--- src/rtl/ysyx_24080006_trap_ctrl.sv ---
// ysyx_24080006 trap sequencer: drains the pipe, writes mepc/mcause/mstatus,
// then redirects fetch. Optional timer IRQ via YSYX_24080006_TIMER_IRQ_EN.
package ysyx_24080006_trap_pkg;
    typedef enum logic [11:0] {
        CSR_NONE    = 12'h000,
        CSR_MSTATUS = 12'h300,
        CSR_MTVEC   = 12'h305,
        CSR_MEPC    = 12'h341,
        CSR_MCAUSE  = 12'h342
    } csr_name_e;
endpackage

module ysyx_24080006_trap_ctrl
    import ysyx_24080006_trap_pkg::*;
#(
    parameter int TIMER_W   = 32,
    parameter int DRAIN_MAX = 15
) (
    input  logic               clock,
    input  logic               reset,
    input  logic               exc_valid,
    input  logic [3:0]         exc_cause,
    input  logic               mret_valid,
    input  logic [31:0]        epc,
    output logic               exc_ready,
    output logic               mret_ready,
    input  logic [31:0]        csr_mtvec,
    input  logic [31:0]        csr_mepc,
    input  logic [31:0]        csr_mstatus,
    output logic               csr_we,
    output csr_name_e          csr_waddr,
    output logic [31:0]        csr_wdata,
    output logic               pipe_flush,
    input  logic               pipe_idle,
    output logic               redirect_valid,
    output logic [31:0]        redirect_pc,
    output logic               busy,
    output logic               drain_timeout,
    input  logic               tmr_we,
    input  logic [TIMER_W-1:0] tmr_wdata,
    output logic [TIMER_W-1:0] mtime
);

    typedef enum logic [2:0] {
        S_IDLE, S_DRAIN, S_MEPC, S_MCAUSE, S_MSTATUS, S_REDIR
    } state_e;

    typedef enum logic {K_TRAP, K_MRET} kind_e;

    localparam int CNT_W = $clog2(DRAIN_MAX + 1);
    localparam logic [CNT_W-1:0] CNT_LAST = CNT_W'(DRAIN_MAX - 1);
    localparam logic [CNT_W-1:0] CNT_SAT  = CNT_W'(DRAIN_MAX);

    state_e            state_q, state_d;
    kind_e             kind_q, kind_d;
    logic [31:0]       cause_q, cause_d;
    logic [29:0]       pc_q, pc_d;
    logic [CNT_W-1:0]  cnt_q, cnt_d;
    logic              tmo_q, tmo_d;
    logic              irq_pending;
    logic              unused_bits;

`ifdef YSYX_24080006_TIMER_IRQ_EN
    logic [TIMER_W-1:0] mtime_q, mtimecmp_q;

    // free-running mtime; mtimecmp load is independent of the increment
    always_ff @(posedge clock) begin
        if (reset) begin
            mtime_q    <= '0;
            mtimecmp_q <= '1;
        end else begin
            mtime_q <= mtime_q + TIMER_W'(1);
            if (tmr_we) mtimecmp_q <= tmr_wdata;
        end
    end

    assign irq_pending = (mtime_q >= mtimecmp_q);
    assign mtime       = mtime_q;
    assign unused_bits = ^{csr_mtvec[1:0], epc[1:0]};
`else
    assign irq_pending = 1'b0;
    assign mtime       = '0;
    assign unused_bits = ^{csr_mtvec[1:0], epc[1:0], tmr_we, tmr_wdata};
`endif

    // sequencer state and latched trap context
    always_ff @(posedge clock) begin
        if (reset) begin
            state_q <= S_IDLE;
            kind_q  <= K_TRAP;
            cause_q <= '0;
            pc_q    <= '0;
            cnt_q   <= '0;
            tmo_q   <= 1'b0;
        end else begin
            state_q <= state_d;
            kind_q  <= kind_d;
            cause_q <= cause_d;
            pc_q    <= pc_d;
            cnt_q   <= cnt_d;
            tmo_q   <= tmo_d;
        end
    end

    // next-state and per-state outputs
    always_comb begin
        state_d        = state_q;
        kind_d         = kind_q;
        cause_d        = cause_q;
        pc_d           = pc_q;
        cnt_d          = cnt_q;
        tmo_d          = tmo_q;
        exc_ready      = 1'b0;
        mret_ready     = 1'b0;
        csr_we         = 1'b0;
        csr_waddr      = CSR_NONE;
        csr_wdata      = '0;
        pipe_flush     = 1'b0;
        redirect_valid = 1'b0;
        redirect_pc    = '0;
        busy           = (state_q != S_IDLE);
        unique case (state_q)
            S_IDLE: begin
                cnt_d = '0;
                if (exc_valid) begin
                    exc_ready = 1'b1;
                    cause_d   = {28'b0, exc_cause};
                    pc_d      = epc[31:2];
                    kind_d    = K_TRAP;
                    state_d   = S_DRAIN;
                end else if (irq_pending && csr_mstatus[3]) begin
                    cause_d = 32'h8000_0007;
                    pc_d    = epc[31:2];
                    kind_d  = K_TRAP;
                    state_d = S_DRAIN;
                end else if (mret_valid) begin
                    mret_ready = 1'b1;
                    kind_d     = K_MRET;
                    state_d    = S_DRAIN;
                end
            end
            S_DRAIN: begin
                pipe_flush = 1'b1;
                if (pipe_idle) begin
                    state_d = (kind_q == K_TRAP) ? S_MEPC : S_MSTATUS;
                end else begin
                    if (cnt_q == CNT_LAST) tmo_d = 1'b1;
                    if (cnt_q != CNT_SAT) cnt_d = cnt_q + CNT_W'(1);
                end
            end
            S_MEPC: begin
                pipe_flush = 1'b1;
                csr_we     = 1'b1;
                csr_waddr  = CSR_MEPC;
                csr_wdata  = {pc_q, 2'b00};
                state_d    = S_MCAUSE;
            end
            S_MCAUSE: begin
                pipe_flush = 1'b1;
                csr_we     = 1'b1;
                csr_waddr  = CSR_MCAUSE;
                csr_wdata  = cause_q;
                state_d    = S_MSTATUS;
            end
            S_MSTATUS: begin
                pipe_flush = 1'b1;
                csr_we     = 1'b1;
                csr_waddr  = CSR_MSTATUS;
                csr_wdata  = csr_mstatus;
                if (kind_q == K_TRAP) begin
                    csr_wdata[7] = csr_mstatus[3];
                    csr_wdata[3] = 1'b0;
                end else begin
                    csr_wdata[3] = csr_mstatus[7];
                    csr_wdata[7] = 1'b1;
                end
                csr_wdata[12:11] = 2'b11;
                state_d = S_REDIR;
            end
            S_REDIR: begin
                pipe_flush     = 1'b1;
                redirect_valid = 1'b1;
                redirect_pc    = (kind_q == K_TRAP) ?
                                 {csr_mtvec[31:2], 2'b00} : csr_mepc;
                state_d        = S_IDLE;
            end
            default: state_d = S_IDLE;
        endcase
        // no handshake is granted while reset is held
        if (reset) begin
            exc_ready  = 1'b0;
            mret_ready = 1'b0;
        end
    end

    assign drain_timeout = tmo_q;

endmodule
--- config.mk ---
export PLATFORM = sky130hd
export DESIGN_NAME = ysyx_24080006_trap_ctrl
export DESIGN_NICKNAME = d
export VERILOG_FILES = /design/src/rtl/ysyx_24080006_trap_ctrl.sv
export SDC_FILE = /design/constraint.sdc
export NUM_CORES = 1
export LEC_CHECK = 0
export BUFFER_PORTS_ARGS = -buffer_cell sky130_fd_sc_hd__buf_2
export CAP_MARGIN = 0
export CORE_AREA = 3 3 109 111
export CTS_CLUSTER_DIAMETER = 80
export DETAILED_ROUTE_END_ITERATION = 12
export DIE_AREA = 0 0 112 114
export GPL_TIMING_DRIVEN = 0
export PLACE_DENSITY = 0.6
export SETUP_SLACK_MARGIN = 0.02
export SYNTH_ARGS = -nofsm -noshare
export SYNTH_HDL_FRONTEND = slang
export SYNTH_SLANG_ARGS = --single-unit
--- constraint.sdc ---
create_clock -name clock -period 1.83 [get_ports clock]
set_clock_uncertainty 0.15 [all_clocks]
set_input_delay 0 -clock clock [delete_from_list [all_inputs] [get_ports clock]]
set_output_delay 0 -clock clock [all_outputs]
set_load 0.1 [all_outputs]
; ---- Yosys cells after proc, flatten, opt, wreduce, memory -nomap -nowiden
; Index checks and enable logic that the tools add are counted.
[classes]
bitwise_logic = 1
reduce_logical = 11
n_mux = 26
n_addsub = 1
n_eq_ne = 11
[ops]
columns = cell, n
row1 = 32-bit case mux with 3 select lines, 1
row2 = 32-bit 2-to-1 mux, 2
row3 = 10-bit case mux with 3 select lines, 1
row4 = 3-bit case mux with 5 select lines, 1
row5 = 1-bit 2-to-1 mux, 14
row6 = 3-bit 2-to-1 mux, 4
row7 = 4-bit 2-to-1 mux, 2
row8 = 4-bit case mux with 2 select lines, 1
row9 = 3-bit by 2-bit == test with 1-bit output (second input constant), 2
row10 = 3-bit == test (second input constant), 2
row11 = 2-bit != test (second input constant), 3
row12 = 2-bit AND reduction, 3
row13 = 3-bit AND reduction, 2
row14 = 5-bit OR reduction, 1
row15 = 4-bit by 1-bit adder with 4-bit output (second input constant), 1
row16 = 4-bit == test (second input constant), 1
row17 = 4-bit != test (second input constant), 1
row18 = 2-bit nonzero test, 2
row19 = 3-bit by 1-bit == test with 1-bit output (second input constant), 1
row20 = 3-bit zero test, 1
row21 = 3-bit != test (second input constant), 1
row22 = 3-bit nonzero test, 1
row23 = 3-bit OR reduction, 1
row24 = 1-bit inverter, 1
[word_totals]
word_cells = 56
in_bits = 170
reg_bits = 43

; ---- Depth between registers and ports, before layout
; Gate-level depths: netlist (run 1).
[depth]
ltp_word = 4
ltp_mapped = 6

; ---- Least setup slack after synthesis (run 1)
; Ideal clock, no wire load.
[synth_path]
kind = reg2out
startpoint = register state_q[0]
endpoint = output port mret_ready
arrival_time_ns = 4.080
setup_slack_ns = -2.400
n_path_buf = 1
stages_incl_launch_ff = 5
path_cell_list = dfxtp_1 -> buf_2 -> nor3_4 -> inv_2 -> nor4b_1
[synth_via]
elab_chain_cells = 3
[synth_lines]
columns = item, line
row1 = from (decl), 54  ; state_e state_q, state_d;
row2 = from (signal assigned), 96  ; state_q <= state_d;
row3 = 3-bit zero test, 122  ; unique case (state_q)
row4 = 1-bit 2-to-1 mux, 122
row5 = 1-bit 2-to-1 mux, 190  ; if (reset) begin
row6 = to (decl), 26  ; output logic mret_ready,
; No other way between the ends.

; ---- Worst setup path after layout (run 1)
[layout_path]
startpoint = register state_q[0]
endpoint = output port exc_ready
[layout_via]
elab_chain_cells = 3
[layout_lines]
columns = item, line
row1 = 3-bit zero test, 122
row2 = 1-bit 2-to-1 mux, 122
row3 = 1-bit 2-to-1 mux, 190
row4 = to (decl), 25  ; output logic exc_ready,
; No other way between the ends.

==> flow_metrics.env, run 1 <==
export IMPL_netlist_area_um2=2700
export IMPL_period_share_pct=99.07
export IMPL_slew_viol_final=0
export IMPL_dieHeight_um=114
export IMPL_cp_start_kind="flip-flop"
export IMPL_vias=3409
export IMPL_cp_endpoint="exc_ready"
export IMPL_drive_gt1_share_pct=65.94
export IMPL_dp_slack_ns=-0.4310
export IMPL_regToRegSetupSlack_ns=0.07
export IMPL_fin_nets=771
export IMPL_yosysWarnings=0
export IMPL_syn_inst=299
export IMPL_cts_buffers=5
export IMPL_synth_top_area_share_pct=31.88
export IMPL_vdd_drop_max_mv=0.4901
export IMPL_cts_sinks=43
export IMPL_hp_class="primary input to flip-flop"
export IMPL_grt_max_degree=13
export IMPL_p_clk_share_pct=16.3
export IMPL_track_usage_pct=18.88
export IMPL_place_hpwl_um=8948
export IMPL_worstReg2RegEnd="pc_q[28]"
export IMPL_synth_fa_ha_area_share_pct=0.9268
export IMPL_synthSimpleGateAreaFrac_pct=12.37
export IMPL_rr_worst_depth=7
export IMPL_status="complete, no violations"
export IMPL_io_pin_count=285
export IMPL_path_cells="nor3_4 -> inv_6 -> nor3b_4 -> buf_6 -> buf_12 -> buf_12"
export IMPL_tns_ns=0
export IMPL_synthTopCellsByArea="dfxtp_1, a22o_1, mux2i_1"
export IMPL_drtIter0Drc=201
export IMPL_period_needed_ns=1.813
export IMPL_synth_compound_area_share_pct=25.81
export IMPL_fp_coreArea_um2=10890
export IMPL_critical_path_max_fanout=8
export IMPL_worstSetupPathDepth=6
export IMPL_synthFlopType="dfxtp_1"
export IMPL_p_leak_nw=2.928
export IMPL_detail_route_wl_per_cell_um=18.09
export IMPL_cellInternalPower_w=0.002384
export IMPL_whs_ns=0.1407
export IMPL_hold_viol=0
export IMPL_vias_per_cell=4.613
export IMPL_cap_violations=0
export IMPL_relSlewSlack_pct=61.04
export IMPL_synth_mux_area_share_pct=11.86
export IMPL_critPathSlowestCell="dfxtp_4"
export IMPL_dieArea_um2=12770
export IMPL_start_util_pct=24.80
export IMPL_reg2reg_from="state_q[0]"
export IMPL_tritoncts="yes"
export IMPL_die_w_um=112
export IMPL_ys_seq_elements=43
export IMPL_routed_wl_um=13370
export IMPL_htree_levels=2
export IMPL_ys_seq_area_share_pct=31.88
export IMPL_place_area_um2=4484
export IMPL_synth_avg_cell_area_um2=9.030
export IMPL_ant_nets=0
export IMPL_finalSetupViolations=0
export IMPL_path_clk_slew_ns=0.08
export IMPL_synth_edff_count=0
export IMPL_combinationalPowerShare_pct=58.4
export IMPL_crit_path_start="state_q[0]"
export IMPL_clockBufferDepth=2
export IMPL_fp_row_count=38
export IMPL_crit_required_ns=1.68
export IMPL_async_reset_ff_share_pct=0
export IMPL_port_buffers=206
export IMPL_diodes=0
export IMPL_fin_area_um2=6462
export IMPL_cpPeakStageDelay_ns=0.40
export IMPL_crit_family="simple AND/OR/NAND/NOR gates"
export IMPL_finalPower_w=0.004507
export IMPL_synth_top_family_by_area="compound AO/OA/AOI/OAI gates"
export IMPL_p_sw_share_pct=47.11
export IMPL_yosys_area_top_type="dfxtp_1"
export IMPL_crit_arrival_ns=1.66
export IMPL_place_congestion=0.8913
export IMPL_crit_type="flip-flop to output port"
export IMPL_power_density_nw_per_um2=697.4
export IMPL_crit_buf_inv=4
export IMPL_crit_top_cell="buf_12"
export IMPL_dr_pass1_iters=4
export IMPL_synthXorXnorAreaFrac_pct=0
export IMPL_antenna_found_initial=0
export IMPL_p_sw_w=0.002123
export IMPL_rsz0062_at_grt="true"
export IMPL_root_buffer="clkbuf_8"
export IMPL_final_setup_worst_slack_ns=0.01698
export IMPL_grt_pass1_vias=3495
export IMPL_cp_end_kind="output port"
export IMPL_syn_to_final_growth_pct=139.3
export IMPL_tightestPinTransition_ns=0.5844
export IMPL_grt_pass1_wl_um=19150
export IMPL_yosysUniqueCellTypes=44
export IMPL_sequentialPowerShare_pct=25.4
export IMPL_clkLatencyLatePin_ns=0.29
export IMPL_timing_fmax_mhz=551.6
export IMPL_drc=0
export IMPL_grt_remaining_overflow=0
synth_stat cells (all sizes together), types with 2 or more instances:
cell type and count:
and3 2, nand3 2, nand2 5, nor3b 3, o2bb2ai 2, nor2 35
ha 2, clkbuf 13, nand2b 3, nor3 2, buf 52, nor4b 2
a21oi 6, a22o 61, nand4 2, inv 8, a21o 2, mux2i 32
dfxtp 43, nor2b 5
metrics by stage:
| stage | utilization, % | cells |
|---|---|---|
| after floorplan | - | 337 |
| after detailed placement | 41.19 | 683 |
| after global routing | 59.35 | 739 |
| final | 59.35 | 739 |
| after global placement | 41.19 | 683 |
| after CTS | 55.26 | 734 |
what timing repair did:
item	CTS	global route
endpoints found under the hold margin	36	0
cloned	2	0
gates resized for setup	276	85
pin swaps	3	11
hold buffers	37	0
endpoints found under the setup margin	107	90
setup buffers	6	5
flip-flops by register name (all words and copies together) (netlist names):
name / count
state_q: 3
pc_q: 30
kind_q: 1
cause_q: 4
drain_timeout: 1
cnt_q: 4
how the worst min path moves through the flow:
stage                  from  cells after the start            end
2_1_floorplan     exc_valid                      1     mret_ready
3_3_place_gp   exc_cause[2]                      2     cause_q[2]
3_5_place_dp         epc[9]                      2        pc_q[7]
4_1_cts               reset                      3  drain_timeout
5_1_grt               reset                      3  drain_timeout
6_report              reset                      3  drain_timeout
per-layer routing:
metal  track usage, %  part of all wire (%)
met1            22.26                    37
met2            34.97                    52
met3            4.350                   9.0
met4            4.087                   1.1
met5                0                     0
final cells by class:
| type | count | area [um^2] |
|---|---|---|
| repair buffers | 256 | 2522 |
| multi-input cells | 221 | 2150 |
| clock inverters | 1 | 30.03 |
| well taps | 140 | 175.2 |
| plain buffers | 64 | 604.3 |
| flip-flops and latches | 43 | 869.6 |
| fillers | 867 | 4425 |
| clock buffers | 6 | 72.57 |
| inverters | 8 | 38.79 |
power by group through the flow:
stage / Combinational (W) / Sequential (W) / Clock [W]
2_1_floorplan: 0.00172 / 0.00111 / 0
3_3_place_gp: 0.00207 / 0.00113 / 0
3_5_place_dp: 0.00208 / 0.00113 / 0
4_1_cts: 0.00246 / 0.00113 / 0.000745
5_1_grt: 0.00273 / 0.00115 / 0.000769
6_report: 0.00263 / 0.00114 / 0.000733
cell families (layout without fill, tap and decap cells):
logic type,after synthesis,count (layout)
fa+ha+maj,2,2
other cells,1,39
buf+inv,73,335
simple gates,64,64
compound gates,84,84
mux,32,32
flops,43,43
worst reg2reg max path: stages, from the launching register on:
cell and delay [ns]:
dfxtp_4 0.40, nor3_4 0.30, inv_6 0.07, nor3b_4 0.19, buf_6 0.15, buf_6 0.15, buf_6 0.15, a22o_1 0.16
layout by cell type (no fill, tap or decap), types with 20 or more instances in the layout:
cell,count
nor2_4,31
buf_2,136
conb_1,39
dfxtp_1,40
a22o_4,20
mux2i_2,21
buf_12,64
a22o_1,34
dlygate4sd3_1,37
buf_4,54
Power figures use the tool's default switching activity.
==> run 2, diff against run 1 <==
GPL_TIMING_DRIVEN = default   (was 0)
==> flow_metrics.env, run 2 (same netlist as run 1, synthesis figures left out) <==
export IMPL_largest_register_ffs=30
export IMPL_final_cells=700
export IMPL_grt_remaining_overflow=0
export IMPL_tns_ns=0
export IMPL_regToRegSetupSlack_ns=0.002
export IMPL_root_buffer="clkbuf_8"
export IMPL_crit_required_ns=1.91
export IMPL_port_buffers=206
export IMPL_detail_route_wl_per_cell_um=18.90
export IMPL_start_util_pct=24.80
export IMPL_multiInputGateArea_um2=2132
export IMPL_drive_gt1_share_pct=60.36
export IMPL_tritoncts="yes"
export IMPL_drc=0
export IMPL_grt_pass1_wl_um=18660
export IMPL_clockBufferDepth=2
export IMPL_rr_worst_depth=5
export IMPL_dieHeight_um=114
export IMPL_fin_nets=731
export IMPL_hold_viol=0
export IMPL_placedCellCount=629
export IMPL_finalSetupViolations=0
export IMPL_ant_nets=0
export IMPL_power_density_nw_per_um2=704.2
export IMPL_rsz0062_at_grt="true"
export IMPL_io_pin_count=285
export IMPL_crit_arrival_ns=1.91
export IMPL_layout_common_cells="buf_2, buf_12, conb_1, dfxtp_1, dlygate4sd3_1"
export IMPL_area_sequential_um2=873.3
export IMPL_p_leak_nw=2.774
export IMPL_grtUsageMet2_pct=32.77
export IMPL_top_register="pc_q"
export IMPL_timing_fmax_mhz=547.1
export IMPL_syn_to_final_growth_pct=135.2
export IMPL_place_area_um2=5346
export IMPL_status="complete, no violations"
export IMPL_slew_viol_final=0
export IMPL_crit_type="flip-flop to flip-flop"
export IMPL_die_w_um=112
export IMPL_drtIter0Drc=95
export IMPL_hp_class="primary input to flip-flop"
export IMPL_vias_per_cell=4.691
export IMPL_period_share_pct=99.87
export IMPL_cp_end_kind="flip-flop"
export IMPL_place_congestion=0.7830
export IMPL_cts_buffers=5
export IMPL_grt_max_degree=36
export IMPL_vias=3284
export IMPL_path_clk_slew_ns=0.09
export IMPL_nFillCells=895
export IMPL_cp_start_kind="flip-flop"
export IMPL_vdd_drop_max_mv=0.4763
export IMPL_period_needed_ns=1.828
export IMPL_cap_violations=0
export IMPL_dr_pass1_iters=4
export IMPL_reg_top3="pc_q: 30 flops, cause_q: 4 flops, cnt_q: 4 flops"
export IMPL_gr_usage_met1_pct=21.69
export IMPL_fin_area_um2=6351
export IMPL_clkLatencyLatePin_ns=0.29
export IMPL_layout_commonest_cell="buf_2"
export IMPL_dieArea_um2=12770
export IMPL_antenna_found_initial=1
export IMPL_grt_pass1_vias=3375
export IMPL_final_setup_worst_slack_ns=0.002308
export IMPL_whs_endpoint="cnt_q[3]"
export IMPL_routed_wl_um=13230
export IMPL_grt_busiest_layer="met2"
export IMPL_worstReg2RegEnd="state_q[0]"
export IMPL_grt_util_met3_pct=6.154
export IMPL_dp_slack_ns=0.1245
export IMPL_fp_coreArea_um2=10890
export IMPL_cts_sinks=43
export IMPL_critical_path_max_fanout=7
export IMPL_hp_start="pipe_idle"
export IMPL_fp_row_count=38
export IMPL_hold_depth=4
export IMPL_finalPower_w=0.004473
export IMPL_htree_levels=2
export IMPL_reg2reg_from="state_q[1]"
export IMPL_diodes=0
export IMPL_place_hpwl_um=8452
export IMPL_track_usage_pct=18.41
[run 2: cell types whose count changed in the layout (fill, tap and decap cells not counted), sizes merged]
cell / delta
buf: -34
clkbuf: -7
dlygate4sd3: +1
bufinv: -1
clkinv: +1
clkinvlp: +1
[run 2: area by class of cell]
cell class | count | area share (%)
Inverter | 8 | 0.6107
Sequential cell | 43 | 13.75
Timing Repair Buffer | 280 | 47.75
Tap cell | 140 | 2.758
Clock inverter | 2 | 0.2561
Clock buffer | 6 | 1.300
Multi-Input combinational cell | 221 | 33.57
[run 2: worst max-delay path by stage]
| stage | start | endpoint | slack [ns] |
|---|---|---|---|
| 3_3_place_gp | state_q[0] | pc_q[4] | 0.16 |
| 6_report | state_q[1] | state_q[0] | 0.002 |
| 2_1_floorplan | state_q[2] | pipe_flush | -0.35 |
| 4_1_cts | state_q[0] | csr_wdata[18] | 0.005 |
| 5_1_grt | state_q[1] | state_q[0] | -0.07 |
| 3_5_place_dp | state_q[1] | cnt_q[2] | 0.12 |
[run 2: layer usage]
metal / vias to the layer above / share of wire [%]
li1: 1530 / -
met1: 1560 / 37
met2: 180 / 52
met3: 12 / 9.8
met4: 2 / 1.1
met5: - / 0.11
[run 2: through the flow]
stage	utilization, %	hold WS (ns)
CTS	54.69	0.02224
floorplan	-	-0.03568
global placement	49.10	0.06622
global route	58.33	0.04776
finish	58.33	0.02914
detailed placement	49.10	0.07126
[run 2: critical path, stage by stage, from the launching register on]
cell,delay (ns)
dfxtp_4,0.40
buf_4,0.17
nor2_1,0.19
o31ai_1,0.11
a21oi_1,0.18
dlygate4sd3_1,0.57
[run 2: power by group]
part | total [W] | internal, W | switching [W] | leakage (nW)
clock | 0.000662 | 0.000309 | 0.000353 | 0.0474
combinational | 0.00266 | 0.000984 | 0.00168 | 2.37
sequential | 0.00115 | 0.00104 | 0.000107 | 0.355
[run 2: what timing repair did]
action | 4_1_cts | 5_1_grt
endpoints found under the hold margin | 40 | 0
hold buffers | 38 | 0
setup buffers | 7 | 11
gates cloned | 2 | 6
pin swaps | 3 | 26
gates resized for setup | 7 | 33
setup endpoints to repair | 65 | 81
